`config.mk`:
```
export PLATFORM = sky130hd
export DESIGN_NAME = press_classifier
export DESIGN_NICKNAME = d
export VERILOG_FILES = /design/src/rtl/button_pkg.sv /design/src/rtl/edge_detect.sv /design/src/rtl/press_classifier.sv
export SDC_FILE = /design/constraint.sdc
export NUM_CORES = 1
export LEC_CHECK = 0
export ABC_CLOCK_PERIOD_IN_PS = 4700
export BUFFER_PORTS_ARGS = -buffer_cell sky130_fd_sc_hd__buf_2
export CAP_MARGIN = 20
export CORE_MARGIN = 2
export CORE_UTILIZATION = 55
export CTS_CLUSTER_SIZE = 40
export DETAILED_ROUTE_END_ITERATION = 10
export PLACE_DENSITY_LB_ADDON = 0.3
export SLEW_MARGIN = 20
export SYNTH_ARGS = -nofsm -noshare
export SYNTH_HDL_FRONTEND = slang
export SYNTH_SLANG_ARGS = --single-unit
```
`constraint.sdc`:
```
create_clock -name clk -period 4.7 [get_ports clk]
set_input_delay 0.705 -clock clk [delete_from_list [all_inputs] [get_ports clk]]
set_output_delay 0.705 -clock clk [all_outputs]
set_load 0.005 [all_outputs]
```
`src/rtl/button_pkg.sv`:
```
// ---------------------------------------------------------------------------
// button_pkg
// Shared definitions for the push-button path: debouncer, press classifier
// and display/control logic.
//   btn_state_t            classifier FSM states
//   DEFAULT_LONG_CYCLES    hold time before a long press (0.5 s at 100 MHz)
//   DEFAULT_REPEAT_CYCLES  auto-repeat period after a long press (0.1 s)
//   DEFAULT_CNT_W          default press counter width
// ---------------------------------------------------------------------------
package button_pkg;

    typedef enum logic [1:0] {
        IDLE      = 2'd0,
        PRESSED   = 2'd1,
        LONG_HELD = 2'd2
    } btn_state_t;

    localparam int unsigned DEFAULT_LONG_CYCLES   = 50_000_000;
    localparam int unsigned DEFAULT_REPEAT_CYCLES = 10_000_000;
    localparam int unsigned DEFAULT_CNT_W         = 8;

endpackage

```
`src/rtl/edge_detect.sv`:
```
// ---------------------------------------------------------------------------
// edge_detect
// Registers a synchronous level and flags its rising and falling edges.
// The edge outputs are combinational: they are high while the input holds
// its new value and the register still holds the old one.
//   clk    in   clock, rising edge
//   rst_n  in   asynchronous active-low reset (register clears to 0)
//   d      in   level to watch, synchronous to clk
//   q      out  d delayed by one cycle
//   rise   out  d & ~q
//   fall   out  ~d & q
// ---------------------------------------------------------------------------
module edge_detect (
    input  logic clk,
    input  logic rst_n,
    input  logic d,
    output logic q,
    output logic rise,
    output logic fall
);

    logic q_q;
    logic q_d;

    always_comb begin
        q_d = d;
    end

    always_ff @(posedge clk or negedge rst_n) begin
        if (!rst_n) begin
            q_q <= 1'b0;
        end else begin
            q_q <= q_d;
        end
    end

    assign q    = q_q;
    assign rise = d & ~q_q;
    assign fall = ~d & q_q;

endmodule

```
`src/rtl/press_classifier.sv`:
```
// ---------------------------------------------------------------------------
// press_classifier
// Turns a debounced button level into one-cycle event pulses (press,
// release, short press, long press, auto-repeat) and keeps a wrapping
// press counter.
//   clk            in   clock, rising edge
//   rst_n          in   asynchronous active-low reset
//   btn_db         in   debounced button level, 1 = pressed
//   count_clr      in   synchronous clear of press_count (beats a press)
//   press_pulse    out  1 cycle on each rising edge of btn_db
//   release_pulse  out  1 cycle on each falling edge of btn_db
//   short_press    out  1 cycle on a release before the long threshold
//   long_press     out  1 cycle when the hold reaches LONG_CYCLES
//   repeat_pulse   out  1 cycle every REPEAT_CYCLES after long_press
//   held           out  registered copy of btn_db
//   press_count    out  presses modulo 2^CNT_W
// All event outputs are registered.
// ---------------------------------------------------------------------------
module press_classifier
    import button_pkg::*;
#(
    parameter int unsigned LONG_CYCLES   = DEFAULT_LONG_CYCLES,
    parameter int unsigned REPEAT_CYCLES = DEFAULT_REPEAT_CYCLES,
    parameter int unsigned CNT_W         = DEFAULT_CNT_W
) (
    input  logic             clk,
    input  logic             rst_n,
    input  logic             btn_db,
    input  logic             count_clr,
    output logic             press_pulse,
    output logic             release_pulse,
    output logic             short_press,
    output logic             long_press,
    output logic             repeat_pulse,
    output logic             held,
    output logic [CNT_W-1:0] press_count
);

    localparam int HOLD_W = $clog2(LONG_CYCLES);
    localparam int REP_W  = $clog2(REPEAT_CYCLES + 1);

    // The press edge itself is the first held cycle and hold_cnt starts at 0
    // on the following one, so LONG_CYCLES-2 marks the LONG_CYCLES-th cycle.
    localparam logic [HOLD_W-1:0] HOLD_LAST = HOLD_W'(LONG_CYCLES - 2);
    localparam logic [REP_W-1:0]  REP_LAST  = REP_W'(REPEAT_CYCLES - 1);

    logic btn_q;
    logic rise;
    logic fall;

    edge_detect u_edge (
        .clk   (clk),
        .rst_n (rst_n),
        .d     (btn_db),
        .q     (btn_q),
        .rise  (rise),
        .fall  (fall)
    );

    btn_state_t        state_q,       state_d;
    logic [HOLD_W-1:0] hold_cnt_q,    hold_cnt_d;
    logic [REP_W-1:0]  rep_cnt_q,     rep_cnt_d;
    logic              press_q,       press_d;
    logic              release_q,     release_d;
    logic              short_q,       short_d;
    logic              long_q,        long_d;
    logic              repeat_q,      repeat_d;
    logic [CNT_W-1:0]  press_count_q, press_count_d;

    // State register and all other flops.
    always_ff @(posedge clk or negedge rst_n) begin
        if (!rst_n) begin
            state_q       <= IDLE;
            hold_cnt_q    <= '0;
            rep_cnt_q     <= '0;
            press_q       <= 1'b0;
            release_q     <= 1'b0;
            short_q       <= 1'b0;
            long_q        <= 1'b0;
            repeat_q      <= 1'b0;
            press_count_q <= '0;
        end else begin
            state_q       <= state_d;
            hold_cnt_q    <= hold_cnt_d;
            rep_cnt_q     <= rep_cnt_d;
            press_q       <= press_d;
            release_q     <= release_d;
            short_q       <= short_d;
            long_q        <= long_d;
            repeat_q      <= repeat_d;
            press_count_q <= press_count_d;
        end
    end

    // Next-state logic. A fall always takes priority over the threshold, so
    // a release landing on the threshold cycle is treated as short.
    always_comb begin
        state_d = state_q;
        case (state_q)
            IDLE:      if (rise)                    state_d = PRESSED;
            PRESSED:   if (fall)                    state_d = IDLE;
                       else if (hold_cnt_q == HOLD_LAST) state_d = LONG_HELD;
            LONG_HELD: if (fall)                    state_d = IDLE;
            default:                                state_d = IDLE;
        endcase
    end

    // Output and counter logic.
    always_comb begin
        press_d    = 1'b0;
        release_d  = 1'b0;
        short_d    = 1'b0;
        long_d     = 1'b0;
        repeat_d   = 1'b0;
        hold_cnt_d = hold_cnt_q;
        rep_cnt_d  = rep_cnt_q;
        case (state_q)
            IDLE: begin
                if (rise) begin
                    press_d    = 1'b1;
                    hold_cnt_d = '0;
                end
            end
            PRESSED: begin
                if (fall) begin
                    short_d   = 1'b1;
                    release_d = 1'b1;
                end else if (hold_cnt_q == HOLD_LAST) begin
                    long_d    = 1'b1;
                    rep_cnt_d = '0;
                end else begin
                    hold_cnt_d = hold_cnt_q + HOLD_W'(1);
                end
            end
            LONG_HELD: begin
                if (fall) begin
                    release_d = 1'b1;
                end else if (rep_cnt_q == REP_LAST) begin
                    repeat_d  = 1'b1;
                    rep_cnt_d = '0;
                end else begin
                    rep_cnt_d = rep_cnt_q + REP_W'(1);
                end
            end
            default: ;
        endcase

        if (count_clr) begin
            press_count_d = '0;
        end else if (press_d) begin
            press_count_d = press_count_q + CNT_W'(1);
        end else begin
            press_count_d = press_count_q;
        end
    end

    assign press_pulse   = press_q;
    assign release_pulse = release_q;
    assign short_press   = short_q;
    assign long_press    = long_q;
    assign repeat_pulse  = repeat_q;
    assign held          = btn_q;
    assign press_count   = press_count_q;

endmodule

```
==> run_results.csv, run 1 <==
group,metric,value,unit
outcome,status,"finished, final reports clean",
cts,clkTransAtPathRegs,0.07,ns
power,p_switching,0.000617,W
synth,yosysUniqueCellTypes,64,
cts,clock-root-buffer,"clkbuf_8",
worst_setup_path,critPathKind,"reg -> reg",
synth,synthCells,442,
sta,worst_slack,1.68,ns
worst_setup_path,r2r_cells,6,
synth,ys.flop_type,"dfrtp_1",
synth,avgSynthCellArea,9.00,sq um
synth,async_reset_ff_share,100,%
cts,numCtsBuffers,9,
synth,mappedNetlistArea,3980,sq um
global_routing,grt_start_max_net_pins,38,
power,comb_power_share,28.7,%
power,clkPwrFrac,29.1,%
synth,ys_seq_area_share,41.5,%
cells_and_area,mostFrequentLayoutCell,"dfrtp_1",
floorplan,initial_utilization,55.8,%
synth,syn_nets,453,
floorplan,die_w,89.1,microns
worst_setup_path,startpoint_type,"flop",
cts,clock_path_buffers,2,
global_routing,grt_usage,26.7,%
routing,drc_errors,0,
cells_and_area,most-common-layout-cells,"66 x dfrtp_1, 46 x nand2_1, 37 x nand3_1",
global_routing,grt_overflow_total,0,
power,netSwitchingFraction,37.2,%
cells_and_area,nets,460,
place,dpl_cell_area,4110,sq um
power,ir_worst_vdd,0.193,mV
sta,fmax,0.331,GHz
cts,ctsHoldBuffers,0,
synth,synth_warnings,0,
place,dp_hpwl,6500,microns
worst_setup_path,critPathCaptureType,"flop",
floorplan,die_h,89.1,microns
worst_setup_path,r2r_end,"rep_cnt_q[3]$_DFFE_PN0P_",
power,p_leak,1.84,nW
routing,wl,9890,microns
cells_and_area,antennaDiodeCount,0,
sta,drv_slew,0,
place,port_buffers,17,
cts,cts_tree,"done",
sta,slew_headroom,32.1,%
cts,cts.sinks,66,
cells_and_area,design_area,4300,sq um
worst_setup_path,r2r_slack,1.68,ns
routing,drtAntennaViolNets,0,
floorplan,die-area,7930,sq um
cts,insertion_delay,0.36,ns
worst_setup_path,worstPathArrival,3.26,ns
synth,synth.ff_latch_count,66,
place,place.gp.congestion,0.922,
synth,synth-edff-count,0,
routing,first_pass_iters,5,
floorplan,ios,18,
job,cap_viol_max_count,0,
power,powerDensity,386,nW/um^2
sta,hold_viol_final,0,
routing,wl_per_cell,18.0,microns
power,p_seq_share,42.1,%
global_routing,antenna_found_initial,0,
sta,min_period,3.02,ns
sta,fin_setup_tns,0,ns
sta,tightest_slew,1.02,ns
sta,fin_crit_sh,64.3,%
sta,rsz0062_at_grt,"false",
floorplan,coreArea,7140,sq um
global_routing,grt_pass1_wl,16500,microns
cts,htreeDepth,3,
worst_setup_path,crit_required,4.94,ns
routing,dr_total_vias,3678,
worst_setup_path,cp_max_fo,28,
place,dp_slack,1.75,ns
sta,fin_skew,0.0112,ns
cells_and_area,layout-drive-gt1-share,9.96,%
power,internal_power,0.00104,W
cells_and_area,area_delta_synth_final,7.99,%
worst_setup_path,rr_startpoint,"state_q[1]$_DFFE_PN0P_",
worst_hold_path,hp-class,"in -> async",
cts,postCtsSetupBuffers,0,
sta,final-setup-viol-count,0,
routing,drtIter0Drc,281,
floorplan,fp-row-count,31,
routing,routed_via_density,6.68,
cts,post_cts_resized,0,
global_routing,first_global_vias,3499,
metal layers:
metal	wire length (microns)	track usage [%]
met5	0	0
met4	247	11.9
met3	522	3.88
met2	4850	45.8
met1	4270	33.7
state kept, by name, summed over array words and instances, names as in the netlist:
signal         flops
short_press        1
press_pulse        1
rep_cnt_q         24
press_count        8
hold_cnt_q        26
repeat_pulse       1
long_press         1
u_edge.q           1
state_q            2
release_pulse      1
cells by family after synthesis:
kind of cell	after synthesis	synth area share [%]
and+or+nand+nor	232	32.2
AOI/OAI and AO/OA	87	17.2
DFF	66	41.5
buffers and inverters	38	4.15
xor gates and xnor gates	8	1.76
adders and majority gates	7	2.20
muxes	4	1.01
power groups by stage:
stage                     clock (W)  combinational (W)  sequential, W
final                      0.000483           0.000477       0.000699
after global placement            0           0.000452       0.000705
after floorplan                   0           0.000343       0.000693
after detailed placement          0           0.000469       0.000708
after CTS                  0.000493           0.000471       0.000697
after global routing       0.000513           0.000525       0.000711
critical path, cell delays in order (launching register included):
cell     delay [ns]
dfrtp_1        0.40
inv_1          0.11
ha_1           0.84
nand2_1        0.19
o41a_1         0.83
a41o_1         0.36
a22o_1         0.18
worst max path at each step:
stage | cells past startpoint | to | from | slack (ns)
after detailed placement | 6 | rep_cnt_q[7]$_DFFE_PN0P_ | hold_cnt_q[18]$_DFFE_PN0P_ | 1.75
after CTS | 6 | rep_cnt_q[7]$_DFFE_PN0P_ | hold_cnt_q[18]$_DFFE_PN0P_ | 1.72
after floorplan | 8 | hold_cnt_q[13]$_DFFE_PN0P_ | hold_cnt_q[16]$_DFFE_PN0P_ | 2.26
after global placement | 6 | rep_cnt_q[7]$_DFFE_PN0P_ | hold_cnt_q[18]$_DFFE_PN0P_ | 1.78
final | 6 | rep_cnt_q[3]$_DFFE_PN0P_ | state_q[1]$_DFFE_PN0P_ | 1.68
after global routing | 6 | rep_cnt_q[7]$_DFFE_PN0P_ | hold_cnt_q[18]$_DFFE_PN0P_ | 1.49
metrics by stage:
stage,total power (W),cells,hold slack (ns),util (%)
final,0.00166,551,0.381,60.2
after global routing,0.00175,551,0.431,60.2
after CTS,0.00166,551,0.395,60.2
after detailed placement,0.00118,537,0.495,57.5
after global placement,0.00116,537,0.498,57.5
after floorplan,0.00104,442,0.409,-
cell usage after synthesis, types with 11 or more instances:
cell type | instances | area (sq um)
clkbuf_1 | 16 | 60.1
nand4_1 | 33 | 206
nand3_1 | 37 | 185
inv_1 | 11 | 41.3
dfrtp_1 | 66 | 1650
nand2_1 | 46 | 173
nor3_1 | 13 | 65.1
and3_1 | 19 | 119
o21ai_0 | 17 | 85.1
nor4_1 | 12 | 75.1
nor2_1 | 30 | 113
layout make-up:
class	instances	area, sq um
sequential	66	1650
inverter	12	45.0
fill	640	2840
multi-input combinational	338	2160
clock inverter	3	40.0
timing repair buffer	22	123
clock buffer	11	151
tap	99	124
(Power assumes the default switching activity.)
==> inputs of run 2 (changes only) <==
--- a/config.mk
+++ b/config.mk
@@ -5,7 +5,7 @@
 export SDC_FILE = /design/constraint.sdc
 export NUM_CORES = 1
 export LEC_CHECK = 0
-export ABC_CLOCK_PERIOD_IN_PS = 4700
+export ABC_CLOCK_PERIOD_IN_PS = 2700
 export BUFFER_PORTS_ARGS = -buffer_cell sky130_fd_sc_hd__buf_2
 export CAP_MARGIN = 20
 export CORE_MARGIN = 2
==> constraint.sdc (replaced) <==
create_clock -name clk -period 2.7 [get_ports clk]
set_input_delay 0.405 -clock clk [delete_from_list [all_inputs] [get_ports clk]]
set_output_delay 0.405 -clock clk [all_outputs]
set_load 0.005 [all_outputs]
==> run_results.csv, run 2 (same netlist as run 1, synthesis figures left out) <==
group,metric,value,unit
outcome,status,"finished, final reports clean",
cells_and_area,final_core_util,62.5,%
sta,fin_setup_tns,0,ns
cts,post_cts_resized,0,
cts,cts_tree,"done",
floorplan,fp-row-count,31,
power,ir_worst_vdd,0.306,mV
cts,insertion_delay,0.35,ns
power,fin_total_pwr,0.00294,W
sta,hold_viol_final,0,
sta,rsz0062_at_grt,"false",
power,p_leak,1.94,nW
sta,drv_slew,0,
cts,cts.sinks,66,
worst_setup_path,worstPathArrival,2.83,ns
floorplan,die_h,89.1,microns
cells_and_area,nets,478,
cells_and_area,design_area,4460,sq um
routing,drc_errors,0,
cells_and_area,area_delta_synth_final,12.1,%
global_routing,grt_overflow_total,0,
worst_setup_path,startpoint_type,"flop",
worst_setup_path,r2r_slack,0.12,ns
floorplan,die-area,7930,sq um
cells_and_area,multi_input_area,2160,sq um
floorplan,initial_utilization,55.8,%
floorplan,die_w,89.1,microns
cells_and_area,antennaDiodeCount,0,
cts,clock-root-buffer,"clkbuf_8",
cells_and_area,seq_area,1650,sq um
cells_and_area,nFillCells,626,
cts,clkTransAtPathRegs,0.07,ns
floorplan,ios,18,
sta,tightest_slew,0.669,ns
routing,first_pass_iters,5,
worst_hold_path,hp-class,"in -> async",
sta,fin_crit_sh,95.4,%
global_routing,antenna_found_initial,0,
sta,fin_skew,0.00855,ns
routing,wl_per_cell,17.1,microns
cells_and_area,mostFrequentLayoutCell,"dfrtp_1",
global_routing,first_global_vias,3528,
cts,htreeDepth,3,
routing,drtIter0Drc,294,
cts,ctsHoldBuffers,0,
place,place.gp.congestion,0.947,
place,dpl_cell_area,4270,sq um
place,dp_slack,0.170,ns
cts,clock_path_buffers,2,
routing,routed_via_density,6.54,
sta,final-setup-viol-count,0,
cts,numCtsBuffers,9,
global_routing,grt_start_max_net_pins,39,
worst_setup_path,critPathKind,"reg -> reg",
cells_and_area,top_register,"hold_cnt_q",
routing,wl,9740,microns
routing,drtAntennaViolNets,0,
place,port_buffers,17,
place,dp_hpwl,6810,microns
power,powerDensity,658,nW/um^2
cells_and_area,most-common-layout-cells,"66 x dfrtp_1, 46 x nand2_1, 37 x nand3_1",
cts,postCtsSetupBuffers,0,
global_routing,grt_pass1_wl,16500,microns
worst_setup_path,cp_max_fo,7,
routing,dr_total_vias,3735,
sta,slew_headroom,55.4,%
sta,fmax,0.388,GHz
sta,worst_slack,0.123,ns
global_routing,grt_usage,26.5,%
cells_and_area,largest_reg_flops,26,
floorplan,coreArea,7140,sq um
worst_setup_path,critPathCaptureType,"flop",
cells_and_area,layout-drive-gt1-share,13.3,%
sta,min_period,2.58,ns
job,cap_viol_max_count,0,
worst_setup_path,crit_required,2.96,ns
==> run 2: power by group <==
| part | internal, W | leakage (nW) | switching (W) |
|---|---|---|---|
| logic | 0.000309 | 0.936 | 0.000571 |
| clock network | 0.000452 | 0.0966 | 0.000386 |
| registers | 0.00109 | 0.906 | 0.000128 |
| total | 0.00185 | 1.94 | 0.00108 |
==> run 2: per-layer routing <==
metal  track usage, %  part of all wire [%]  vias up  routed length, microns
li1                 -                     -     1771                       -
met1             34.0                    43     1813                    4190
met2             44.6                    50      129                    4830
met3             4.25                   5.3       22                     519
met4             11.1                   2.0        0                     199
met5                0                     0        -                       0
==> run 2: path summary, 6_finish.rpt <==
path                       cells past startpoint                          to                       start
setup / recovery                               5   rep_cnt_q[19]$_DFFE_PN0P_  hold_cnt_q[18]$_DFFE_PN0P_
hold / removal                                 1  press_count[6]$_DFFE_PN0P_                       rst_n
setup reg to reg                               5   rep_cnt_q[19]$_DFFE_PN0P_  hold_cnt_q[18]$_DFFE_PN0P_
hold reg to reg                                1  hold_cnt_q[22]$_DFFE_PN0P_  hold_cnt_q[22]$_DFFE_PN0P_
max in group asynchronous                      2   rep_cnt_q[11]$_DFFE_PN0P_                       rst_n
min in group clk                               1          u_edge.q$_DFF_PN0_                      btn_db
==> run 2: layout make-up <==
type                       instances  share of cell area [%]
sequential                        66                    37.0
clock inverter                     4                    1.15
clock buffer                      12                    3.25
multi-input combinational        338                    48.5
timing repair buffer              40                    6.34
inverter                          12                    1.01
tap                               99                    2.78
==> run 2: critical path, stage by stage (launching register included) <==
cell and delay (ns):
dfrtp_1 0.38, or3b_1 0.36, or4_1 0.58, o31a_1 0.42
or4b_1 0.53, a22oi_1 0.21
==> run 2: stage by stage <==
stage	hold WS (ns)	cells
after floorplan	0.109	442
final	0.0847	571
after detailed placement	0.474	555
after global routing	0.141	571
after global placement	0.478	555
after CTS	0.101	571
==> inputs of run 3 (changes only) <==
--- a/config.mk
+++ b/config.mk
@@ -12,7 +12,7 @@
 export CORE_UTILIZATION = 55
 export CTS_CLUSTER_SIZE = 40
 export DETAILED_ROUTE_END_ITERATION = 10
-export PLACE_DENSITY_LB_ADDON = 0.3
+export PLACE_DENSITY = 0.82
 export SLEW_MARGIN = 20
 export SYNTH_ARGS = -nofsm -noshare
 export SYNTH_HDL_FRONTEND = slang
==> run_results.csv, run 3 (same netlist as run 1, synthesis figures left out) <==
group,metric,value,unit
cts,clock-root-buffer,"clkbuf_8",
cts,htreeDepth,3,
place,port_buffers,17,
routing,drtAntennaViolNets,0,
sta,drv_slew,0,
routing,first_pass_iters,7,
global_routing,grt_start_max_net_pins,30,
sta,fin_crit_sh,96.4,%
cts,clock_path_buffers,2,
cts,clkTransAtPathRegs,0.09,ns
sta,slew_headroom,55.4,%
worst_setup_path,crit_required,2.97,ns
cells_and_area,design_area,4530,sq um
sta,fin_setup_tns,0,ns
routing,dr_total_vias,3833,
worst_setup_path,critPathCaptureType,"flop",
sta,final-setup-viol-count,0,
global_routing,first_global_vias,3481,
cells_and_area,nets,487,
outcome,status,"finished, final reports clean",
floorplan,die_h,89.1,microns
floorplan,coreArea,7140,sq um
floorplan,die_w,89.1,microns
cells_and_area,area_delta_synth_final,13.9,%
cts,numCtsBuffers,9,
sta,fmax,0.384,GHz
floorplan,die-area,7930,sq um
cts,cts_tree,"done",
routing,wl,10100,microns
routing,drtIter0Drc,435,
power,powerDensity,679,nW/um^2
power,p_leak,1.99,nW
global_routing,grt_pass1_wl,16500,microns
worst_setup_path,startpoint_type,"flop",
sta,fin_skew,0.0164,ns
worst_setup_path,cp_max_fo,6,
global_routing,grt_overflow_total,0,
cells_and_area,largest_reg_flops,26,
routing,routed_via_density,6.61,
global_routing,antenna_found_initial,0,
place,place.gp.congestion,0.957,
power,ir_worst_vdd,0.331,mV
global_routing,grt_usage,26.5,%
sta,hold-worst-slack,0.220,ns
routing,drc_errors,0,
sta,hold_viol_final,0,
cells_and_area,antennaDiodeCount,0,
floorplan,initial_utilization,55.8,%
floorplan,fp-row-count,31,
job,cap_viol_max_count,0,
floorplan,ios,18,
worst_hold_path,hp-class,"in -> reg",
cells_and_area,final_core_util,63.5,%
cells_and_area,layout-drive-gt1-share,15.2,%
cts,insertion_delay,0.36,ns
cells_and_area,top_register,"hold_cnt_q",
cts,cts.sinks,66,
cells_and_area,mostFrequentLayoutCell,"dfrtp_1",
worst_setup_path,critPathKind,"reg -> reg",
place,dpl_cell_area,4300,sq um
place,dp_hpwl,7030,microns
sta,tightest_slew,0.664,ns
sta,min_period,2.60,ns
worst_setup_path,worstPathArrival,2.87,ns
cells_and_area,most-common-layout-cells,"66 x dfrtp_1, 46 x nand2_1, 37 x nand3_1",
sta,rsz0062_at_grt,"false",
cts,postCtsSetupBuffers,0,
routing,wl_per_cell,17.5,microns
run 3: cell types whose count changed in the layout (fill, tap and decap cells not counted):
| cell | change |
|---|---|
| buf_12 | -2 |
| dlygate4sd3_1 | +1 |
| buf_4 | +10 |
| o311ai_1 | +1 |
| o311ai_0 | -1 |
| clkbuf_8 | -1 |
| clkbuf_1 | -2 |
| inv_6 | +3 |
| bufinv_16 | +1 |
| clkinv_4 | -1 |
run 3: worst paths after layout:
check | start | end | slack, ns | depth (start not counted)
worst max-delay path | hold_cnt_q[18]$_DFFE_PN0P_ | rep_cnt_q[19]$_DFFE_PN0P_ | 0.1 | 6
worst min-delay path | btn_db | u_edge.q$_DFF_PN0_ | 0.22 | 1
worst max register to register | hold_cnt_q[18]$_DFFE_PN0P_ | rep_cnt_q[19]$_DFFE_PN0P_ | 0.1 | 6
worst min register to register | hold_cnt_q[22]$_DFFE_PN0P_ | hold_cnt_q[22]$_DFFE_PN0P_ | 0.51 | 1
max in group asynchronous | rst_n | rep_cnt_q[22]$_DFFE_PN0P_ | 1.41 | 3
min in group asynchronous | rst_n | press_count[7]$_DFFE_PN0P_ | 0.52 | 2
run 3: through the flow:
stage,total power (W),cells,setup slack [ns]
4_1_cts,0.00307,580,0.107
3_5_place_dp,0.00212,563,0.101
2_1_floorplan,0.00180,442,0.257
5_1_grt,0.00322,580,0.0255
6_report,0.00308,580,0.0962
3_3_place_gp,0.00209,563,0.199
run 3: what timing repair did:
action / CTS / global route
endpoints found under the setup margin: 0 / 1
gates resized for setup: 0 / 1
hold buffers: 1 / 0
endpoints found under the hold margin: 4 / 0
run 3: layout make-up:
class                   instances  area, sq um
clock buffers                   9          124
clock inverters                 7         98.8
fillers                       600         2600
inverters                      12         45.0
multi-input cells             338         2160
flip-flops and latches         66         1650
well taps                      99          124
repair buffers                 49          328
run 3: worst max-delay path: stages (launching register included):
cell and delay [ns]:
dfrtp_1 0.40, or3b_1 0.37, or4_1 0.49, buf_4 0.20
o31a_1 0.36, or4b_1 0.52, a22oi_1 0.19
run 3: metal layers:
metal,up-vias,routed length (microns),track usage [%]
li1,1785,-,-
met1,1827,4290,34.2
met2,189,4940,44.7
met3,32,683,4.34
met4,0,230,10.7
met5,-,0,0
run 3: report_power, final:
group	total, W	switching, W	internal (W)	leakage [nW]
Combinational	0.000915	0.000593	0.000321	0.970
Clock	0.000955	0.000427	0.000528	0.111
Sequential	0.00121	0.000118	0.00109	0.906
